--- src/rtl/mem_arbiter_pkg.sv ---
// Shared types and defaults for the unified-memory arbiter.
// Latency: n/a (declarations only).
// Backpressure: n/a.
package mem_arbiter_pkg;

    localparam int DEF_WORD    = 32;  // data/address width
    localparam int DEF_TIMEOUT = 16;  // cycles to wait for mem_ack before aborting

    typedef enum logic [1:0] {
        ST_IDLE = 2'd0,  // sample requests, data port first
        ST_DACC = 2'd1,  // data access outstanding on the backing memory
        ST_IACC = 2'd2,  // fetch access outstanding on the backing memory
        ST_RESP = 2'd3   // one-cycle ready pulse to the owning port
    } state_t;

endpackage

--- src/rtl/mem_arbiter_watchdog.sv ---
// Access timeout counter: counts access cycles without an ack, flags expiry.
// Latency: expire is combinational in the TIMEOUT-th counted cycle.
// Backpressure: none; clear has priority over enable.
// Ports: clk, reset (async active-low), clear, enable in; expire out.
module mem_watchdog #(
    parameter int TIMEOUT = 16
) (
    input  logic clk,
    input  logic reset,
    input  logic clear,
    input  logic enable,
    output logic expire
);

    localparam int CW = (TIMEOUT > 2) ? $clog2(TIMEOUT) : 1;

    logic [CW-1:0] cnt;

    // The count holds the number of earlier unacked cycles, so the cycle that
    // sees TIMEOUT-1 already counted is the TIMEOUT-th one without an ack.
    assign expire = enable && (cnt == CW'(TIMEOUT - 1));

    always_ff @(posedge clk or negedge reset) begin
        if (!reset) begin
            cnt <= '0;
        end else if (clear) begin
            cnt <= '0;
        end else if (enable && !expire) begin
            cnt <= cnt + 1'b1;
        end
    end

endmodule

--- src/rtl/mem_arbiter.sv ---
// Shares one single-ported variable-latency memory between fetch and data ports.
// Latency: request in IDLE cycle 0, mem_req cycles 1..k (ack at k), ready pulse k+1.
// Backpressure: freeze stalls the pipeline while any port request lacks its ready.
// Ports: if_* fetch port, dm_* data port, mem_* backing memory req/ack,
//        freeze pipeline stall, err sticky timeout flag; clk, reset (async active-low).
module mem_arbiter
    import mem_arbiter_pkg::*;
#(
    parameter int WORD    = DEF_WORD,
    parameter int TIMEOUT = DEF_TIMEOUT
) (
    input  logic            clk,
    input  logic            reset,
    // fetch port
    input  logic            if_req,
    input  logic [WORD-1:0] if_addr,
    output logic [WORD-1:0] if_rdata,
    output logic            if_ready,
    // data port
    input  logic            dm_read,
    input  logic            dm_write,
    input  logic [WORD-1:0] dm_addr,
    input  logic [WORD-1:0] dm_wdata,
    output logic [WORD-1:0] dm_rdata,
    output logic            dm_ready,
    // pipeline stall
    output logic            freeze,
    // backing memory
    output logic            mem_req,
    output logic            mem_we,
    output logic [WORD-1:0] mem_addr,
    output logic [WORD-1:0] mem_wdata,
    input  logic [WORD-1:0] mem_rdata,
    input  logic            mem_ack,
    // status
    output logic            err
);

    state_t          state;
    state_t          state_nxt;
    logic            own_dm;     // current/last access belongs to the data port
    logic            we_q;
    logic [WORD-1:0] addr_q;
    logic [WORD-1:0] wdata_q;
    logic            dm_any;
    logic            access;
    logic            expire;

    assign dm_any = dm_read | dm_write;
    assign access = (state == ST_DACC) || (state == ST_IACC);

    mem_watchdog #(
        .TIMEOUT (TIMEOUT)
    ) u_watchdog (
        .clk    (clk),
        .reset  (reset),
        .clear  (state == ST_IDLE),
        .enable (access && !mem_ack),
        .expire (expire)
    );

    always_comb begin
        state_nxt = state;
        case (state)
            ST_IDLE: begin
                // Data wins: it belongs to the older instruction in the pipe.
                if (dm_any) begin
                    state_nxt = ST_DACC;
                end else if (if_req) begin
                    state_nxt = ST_IACC;
                end
            end
            ST_DACC, ST_IACC: begin
                if (mem_ack || expire) begin
                    state_nxt = ST_RESP;
                end
            end
            ST_RESP: state_nxt = ST_IDLE;
            default: state_nxt = ST_IDLE;
        endcase
    end

    always_ff @(posedge clk or negedge reset) begin
        if (!reset) begin
            state    <= ST_IDLE;
            own_dm   <= 1'b0;
            we_q     <= 1'b0;
            addr_q   <= '0;
            wdata_q  <= '0;
            if_rdata <= '0;
            dm_rdata <= '0;
            err      <= 1'b0;
        end else begin
            state <= state_nxt;

            // Latch the winning request so the memory sees stable values even
            // though the pipeline is free to change its inputs.
            if (state == ST_IDLE) begin
                if (dm_any) begin
                    own_dm  <= 1'b1;
                    we_q    <= dm_write;  // read+write together acts as a write
                    addr_q  <= dm_addr;
                    wdata_q <= dm_wdata;
                end else if (if_req) begin
                    own_dm  <= 1'b0;
                    we_q    <= 1'b0;
                    addr_q  <= if_addr;
                end
            end

            if (access) begin
                if (mem_ack) begin
                    if (!own_dm) begin
                        if_rdata <= mem_rdata;
                    end else if (!we_q) begin
                        dm_rdata <= mem_rdata;
                    end
                end else if (expire) begin
                    err <= 1'b1;
                    if (own_dm) begin
                        dm_rdata <= '0;
                    end else begin
                        if_rdata <= '0;
                    end
                end
            end
        end
    end

    assign mem_req   = access;
    assign mem_we    = access && we_q;
    assign mem_addr  = addr_q;
    assign mem_wdata = wdata_q;

    assign if_ready  = (state == ST_RESP) && !own_dm;
    assign dm_ready  = (state == ST_RESP) && own_dm;

    assign freeze    = (if_req && !if_ready) || (dm_any && !dm_ready);

endmodule

--- config.mk ---
export PLATFORM = sky130hd
export DESIGN_NAME = mem_arbiter
export DESIGN_NICKNAME = d
export VERILOG_FILES = /design/src/rtl/mem_arbiter_pkg.sv /design/src/rtl/mem_arbiter_watchdog.sv /design/src/rtl/mem_arbiter.sv
export SDC_FILE = /design/constraint.sdc
export NUM_CORES = 1
export LEC_CHECK = 0
export BUFFER_PORTS_ARGS = -buffer_cell sky130_fd_sc_hd__buf_2
export CORE_ASPECT_RATIO = 1.4
export CORE_UTILIZATION = 45
export CTS_CLUSTER_DIAMETER = 30
export DETAILED_ROUTE_END_ITERATION = 8
export PLACE_DENSITY_LB_ADDON = 0.08
export SYNTH_ARGS = -nofsm -noshare
export SYNTH_HDL_FRONTEND = slang
export SYNTH_SLANG_ARGS = --single-unit
--- constraint.sdc ---
create_clock -name clk -period 4.1 [get_ports clk]
set_clock_uncertainty 0.2 [all_clocks]
set_input_delay 0.82 -clock clk [delete_from_list [all_inputs] [get_ports clk]]
set_output_delay 0.82 -clock clk [all_outputs]
set_load 0.005 [all_outputs]
* Word-level counts from Yosys, hierarchy flattened
Cells that the tools add are included. W data, S select, Z words.
Operators by class: add/sub/neg operators 1, equal/unequal tests 7, muxes and demuxes 20, bitwise gates (word level) 3, reduce and logical (&&, ||, !) cells 27
Operators by type and width (count):
- $mux W32 | 11
- $logic_and A1 B1 Y1 | 8
- $mux W4 | 2
- $mux W2 | 3
- $pmux W2 S3 | 1
- $reduce_and A2 Y1 | 3
- $reduce_and A3 Y1 | 2
- $reduce_bool A2 Y1 | 3
- $logic_not A1 Y1 | 5
- $add A4 B1 Y4 const B | 1
- $eq A2 B2 Y1 const B | 2
- $eq A4 B4 Y1 const B | 1
- $ne A2 B2 Y1 const B | 2
- $reduce_and A4 Y1 | 1
- $logic_or A1 B1 Y1 | 3
- $mux W1 | 3
- $ne A3 B3 Y1 const B | 1
- $eq A2 B1 Y1 const B | 1
- $logic_not A2 Y1 | 1
- $not A1 Y1 | 2
- $reduce_or A2 Y1 | 1
- $or A1 B1 Y1 | 1
Word-level totals: flip-flop bits (word level) 137, bits of input ports 134, output and inout bits 134, word-level logic and storage cells 67

* Depth between registers and ports, before layout
word-level depth 8, gate-level depth with buffers 8

* Hierarchy
From an unflattened synthesis, not the netlist that was laid out.
Second synthesis, totals: cells, all modules 471, area total of the unflattened synthesis 5815.6 um2
Modules (own cells, without submodules):
- mem_arbiter | times used 1, cells an instance 450, area each 5576.6 um2, sequential area each 3328.2 um2
- mem_watchdog | times used 1, cells an instance 21, area each 239.0 um2, sequential area each 100.1 um2

* Worst setup path after synthesis
OpenSTA, ideal clock, no wires.
path kind input to output, from input port dm_read, to output port freeze, arrival 1.287 ns, data required time 3.080 ns, setup slack 1.793 ns, cell stages on the path 3, cells stage by stage nor2_4 buf_4 o22ai_1
On the way: cells in the longest elaborated chain, start to end 3
Ends and longest elaborated chain:
- start: declaration | line mem_arbiter.sv:20 | input logic dm_read,
- $or A1 B1 Y1 | line mem_arbiter.sv:49 | assign dm_any = dm_read | dm_write;
- $logic_and A1 B1 Y1 | line mem_arbiter.sv:138 | assign freeze = (if_req && !if_ready) || (dm_any && !dm_ready);
- $logic_or A1 B1 Y1 | line mem_arbiter.sv:138
- end: declaration | line mem_arbiter.sv:27 | output logic freeze,
Every way passes these cells.

* Worst setup path in the final report
from register state[1], to output port mem_we
On the way: cells in the longest elaborated chain, start to end 3
Ends and longest elaborated chain:
- start: declaration | line mem_arbiter.sv:39 | state_t state;
- start signal: assignment | line mem_arbiter.sv:94 | state <= state_nxt;
- $eq A2 B1 Y1 or $eq A2 B2 Y1 (tied branches) | line mem_arbiter.sv:50 | assign access = (state == ST_DACC) || (state == ST_IACC);
- $logic_or A1 B1 Y1 (*) | line mem_arbiter.sv:50
- $logic_and A1 B1 Y1 (*) | line mem_arbiter.sv:131 | assign mem_we = access && we_q;
- end: declaration | line mem_arbiter.sv:30 | output logic mem_we,
Every way passes the cells marked *; elsewhere a longest branch is shown, timed or not.

==> results.yml <==
global_routing:
  overflow: 0
  grt_pass1_vias: 4827
  antenna_found_initial: 2
  groute.usage.overall: 0.221
  grt_pass1_wl_um: 23700
  grt_max_degree: 118
clock_tree:
  cts_buffers: 17
  cts.path.max_buffers: 2
  cts_tree: "yes"
  cts_hold_buf: 0
  post_cts_buffers: 0
  path_clk_slew_ns: 0.06
  cts_sinks: 137
  h-tree-depth: 4
  cts.repair.resized: 0
  cts-root-buf: "clkbuf_16"
  insertion_delay_ns: 0.40
synthesis:
  syn_inst: 472
  synthArstFlopShare: 1.00
  ys_ff_latch: 137
  ys_seq_area_frac: 0.572
  syn_area_per_cell_um2: 12.7
  ys_warn_count: 0
  synth_top_flop_cell: "dfrtp_1"
  synth_cell_types: 44
  synth_edf_count: 0
  syn_nets: 609
  netlist_area_um2: 5990
power_and_ir_drop:
  comb_power_share: 0.385
  seqPwrFrac: 0.380
  clkPwrFrac: 0.235
  p_leak_uw: 0.00411
  p_int_uw: 4100
  switching_share: 0.339
  switchingPower_uw: 2100
  ir_drop_v: 0.000325
  power_density_nw_per_um2: 785
  total_power_uw: 6200
routing:
  viasPerCell: 4.96
  drt_wl_total_um: 14700
  first_iter_violations: 141
  drc: 0
  dr.pass1.iters: 6
  num_vias: 4596
  routedWlPerCell_um: 15.9
  ant_nets: 0
finish:
  final_cells: 927
  utilization: 0.610
  num-nets-final: 871
  drive_gt1_frac: 0.533
  areaGrowthSynthToFinish_pct: 31.8
placed_design:
  place_congestion: 0.820
  place_hpwl_um: 10700
  port_buffers: 267
  placed_cells: 893
setup_path:
  cp-start-kind: "flip-flop"
  critPathMaxStageDelay_ns: 0.43
  worst_path_max_delay_cell: "ha_1"
  ff2ff_path_depth: 5
  worst_ep_arrival_time_ns: 1.54
  cp_num_buf_inv: 2
  critPathTopFamily: "adder cells"
  crit_type: "flip-flop to output pin"
  r2r_slack_ns: 1.66
  end_kind: "output pin"
  worst-path-stages: 4
  required_ns: 3.08
  critical_path.max_fanout: 9
  path_cells: "inv_1 -> ha_1 -> and2_1 -> buf_2"
sta:
  period_needed_ns: 2.56
  hold_viol_final: 0
  maxSlewViolCount: 0
  finalSetupViolCount: 0
  max-slew-margin-rel: 0.218
  setup_tns_ns: 0
  max_freq_mhz: 391
  fin_crit_sh: 0.624
  tightestPinTransition_ns: 1.17
  rsz0062_at_grt: "false"
floorplan:
  ios: 268
  core_um2: 12900
  start_util: 0.463
  fp-row-count: 49
  fp.dieH_um: 139
  die_w_um: 99.5
  die_area_um2: 13800
min_path:
  min_path_cells: 1
  min_path_type: "flip-flop to flip-flop"
job:
  maxCapViolCount: 0
status:
  status: "finished, final reports clean"
==> power by group through the flow <==
stage	combinational, uW	clock (uW)	sequential, uW
after CTS	2440	1490	2360
after global placement	2360	0	2360
after detailed placement	2440	0	2370
after floorplan	1470	0	2400
final	2390	1460	2360
after global routing	2660	1550	2440
==> routing by layer <==
layer  up-vias  share of wire  track usage
li1       2186              -            -
met1      2173           0.38        0.244
met2       205           0.52        0.389
met3        32          0.067       0.0615
met4         0          0.035        0.102
met5         -              0            0
==> worst register-to-register path, stage by stage (launching register included) <==
cell	delay [ns]
dfrtp_1	0.37
inv_1	0.05
ha_1	0.43
and4b_1	1.03
nand2_1	0.18
o21ai_2	0.11
==> area by class of cell <==
type	instances	area, um^2
Clock buffer	20	457
Timing Repair Buffer	275	1400
Multi-Input combinational cell	299	2250
Inverter	4	15.0
Antenna cell	2	5.00
Clock inverter	12	115
Sequential cell	137	3430
Fill cell	1122	5040
Tap cell	178	223
==> cell families after synthesis <==
kind of cell | after synthesis | synth area share
adders and majority gates | 3 | 0.00626
AOI/OAI and AO/OA | 112 | 0.154
muxes | 64 | 0.126
and+or+nand+nor | 120 | 0.0881
buffers and inverters | 36 | 0.0530
DFF | 137 | 0.572
==> Yosys cell counts (2+ instances only) <==
cell | n | share of area
and4b_1 | 2 | 0.0033
nand3_1 | 2 | 0.0017
buf_6 | 8 | 0.015
nand2_1 | 96 | 0.060
o21ai_1 | 13 | 0.011
mux2_2 | 12 | 0.023
buf_8 | 3 | 0.0075
nor3_1 | 2 | 0.0017
buf_4 | 3 | 0.0038
and2_1 | 4 | 0.0042
o22ai_1 | 2 | 0.0021
clkbuf_2 | 2 | 0.0017
mux2_4 | 20 | 0.050
nor2b_1 | 2 | 0.0021
buf_2 | 8 | 0.0067
clkbuf_1 | 4 | 0.0025
mux2i_1 | 32 | 0.053
buf_12 | 4 | 0.013
o21ai_2 | 50 | 0.073
ha_1 | 3 | 0.0063
inv_1 | 4 | 0.0025
o21ai_0 | 3 | 0.0025
nand2_2 | 3 | 0.0031
a21oi_1 | 2 | 0.0017
dfrtp_1 | 137 | 0.57
a22o_1 | 33 | 0.048
==> path summary, 6_finish.rpt <==
kind | end | startpoint
min reg2reg | err | err
min | err | err
max | mem_we | state[1]
min in group asynchronous | if_rdata[21] | reset
max in group asynchronous | mem_wdata[5] | reset
max reg2reg | dm_rdata[30] | state[1]
==> state kept, by name, indices dropped and copies added (netlist names) <==
name	flops
if_rdata	32
err	1
u_watchdog.cnt	4
mem_wdata	32
we_q	1
own_dm	1
state	2
dm_rdata	32
mem_addr	32
==> through the flow <==
step | hold slack (ns) | setup slack (ns) | cell area (um^2)
after floorplan | 0.260 | 1.79 | 5990
after global placement | 0.259 | 1.59 | 7320
after detailed placement | 0.261 | 1.52 | 7320
after CTS | 0.274 | 1.51 | 7890
after global routing | 0.288 | 1.42 | 7900
final | 0.265 | 1.54 | 7900
==> cell usage in the layout, fill, tap and decap left out, drive strengths merged, types with 3 or more instances in the layout <==
| master | Yosys | final |
|---|---|---|
| nand2 | 99 | 99 |
| clkbuf | 6 | 20 |
| o21ai | 67 | 67 |
| clkinvlp | 0 | 6 |
| nor2b | 3 | 3 |
| buf | 26 | 275 |
| ha | 3 | 3 |
| and2 | 4 | 4 |
| mux2 | 32 | 32 |
| inv | 4 | 8 |
| mux2i | 32 | 32 |
| a22o | 33 | 33 |
| dfrtp | 137 | 137 |
Note: power is estimated with default switching activity, not from simulation.
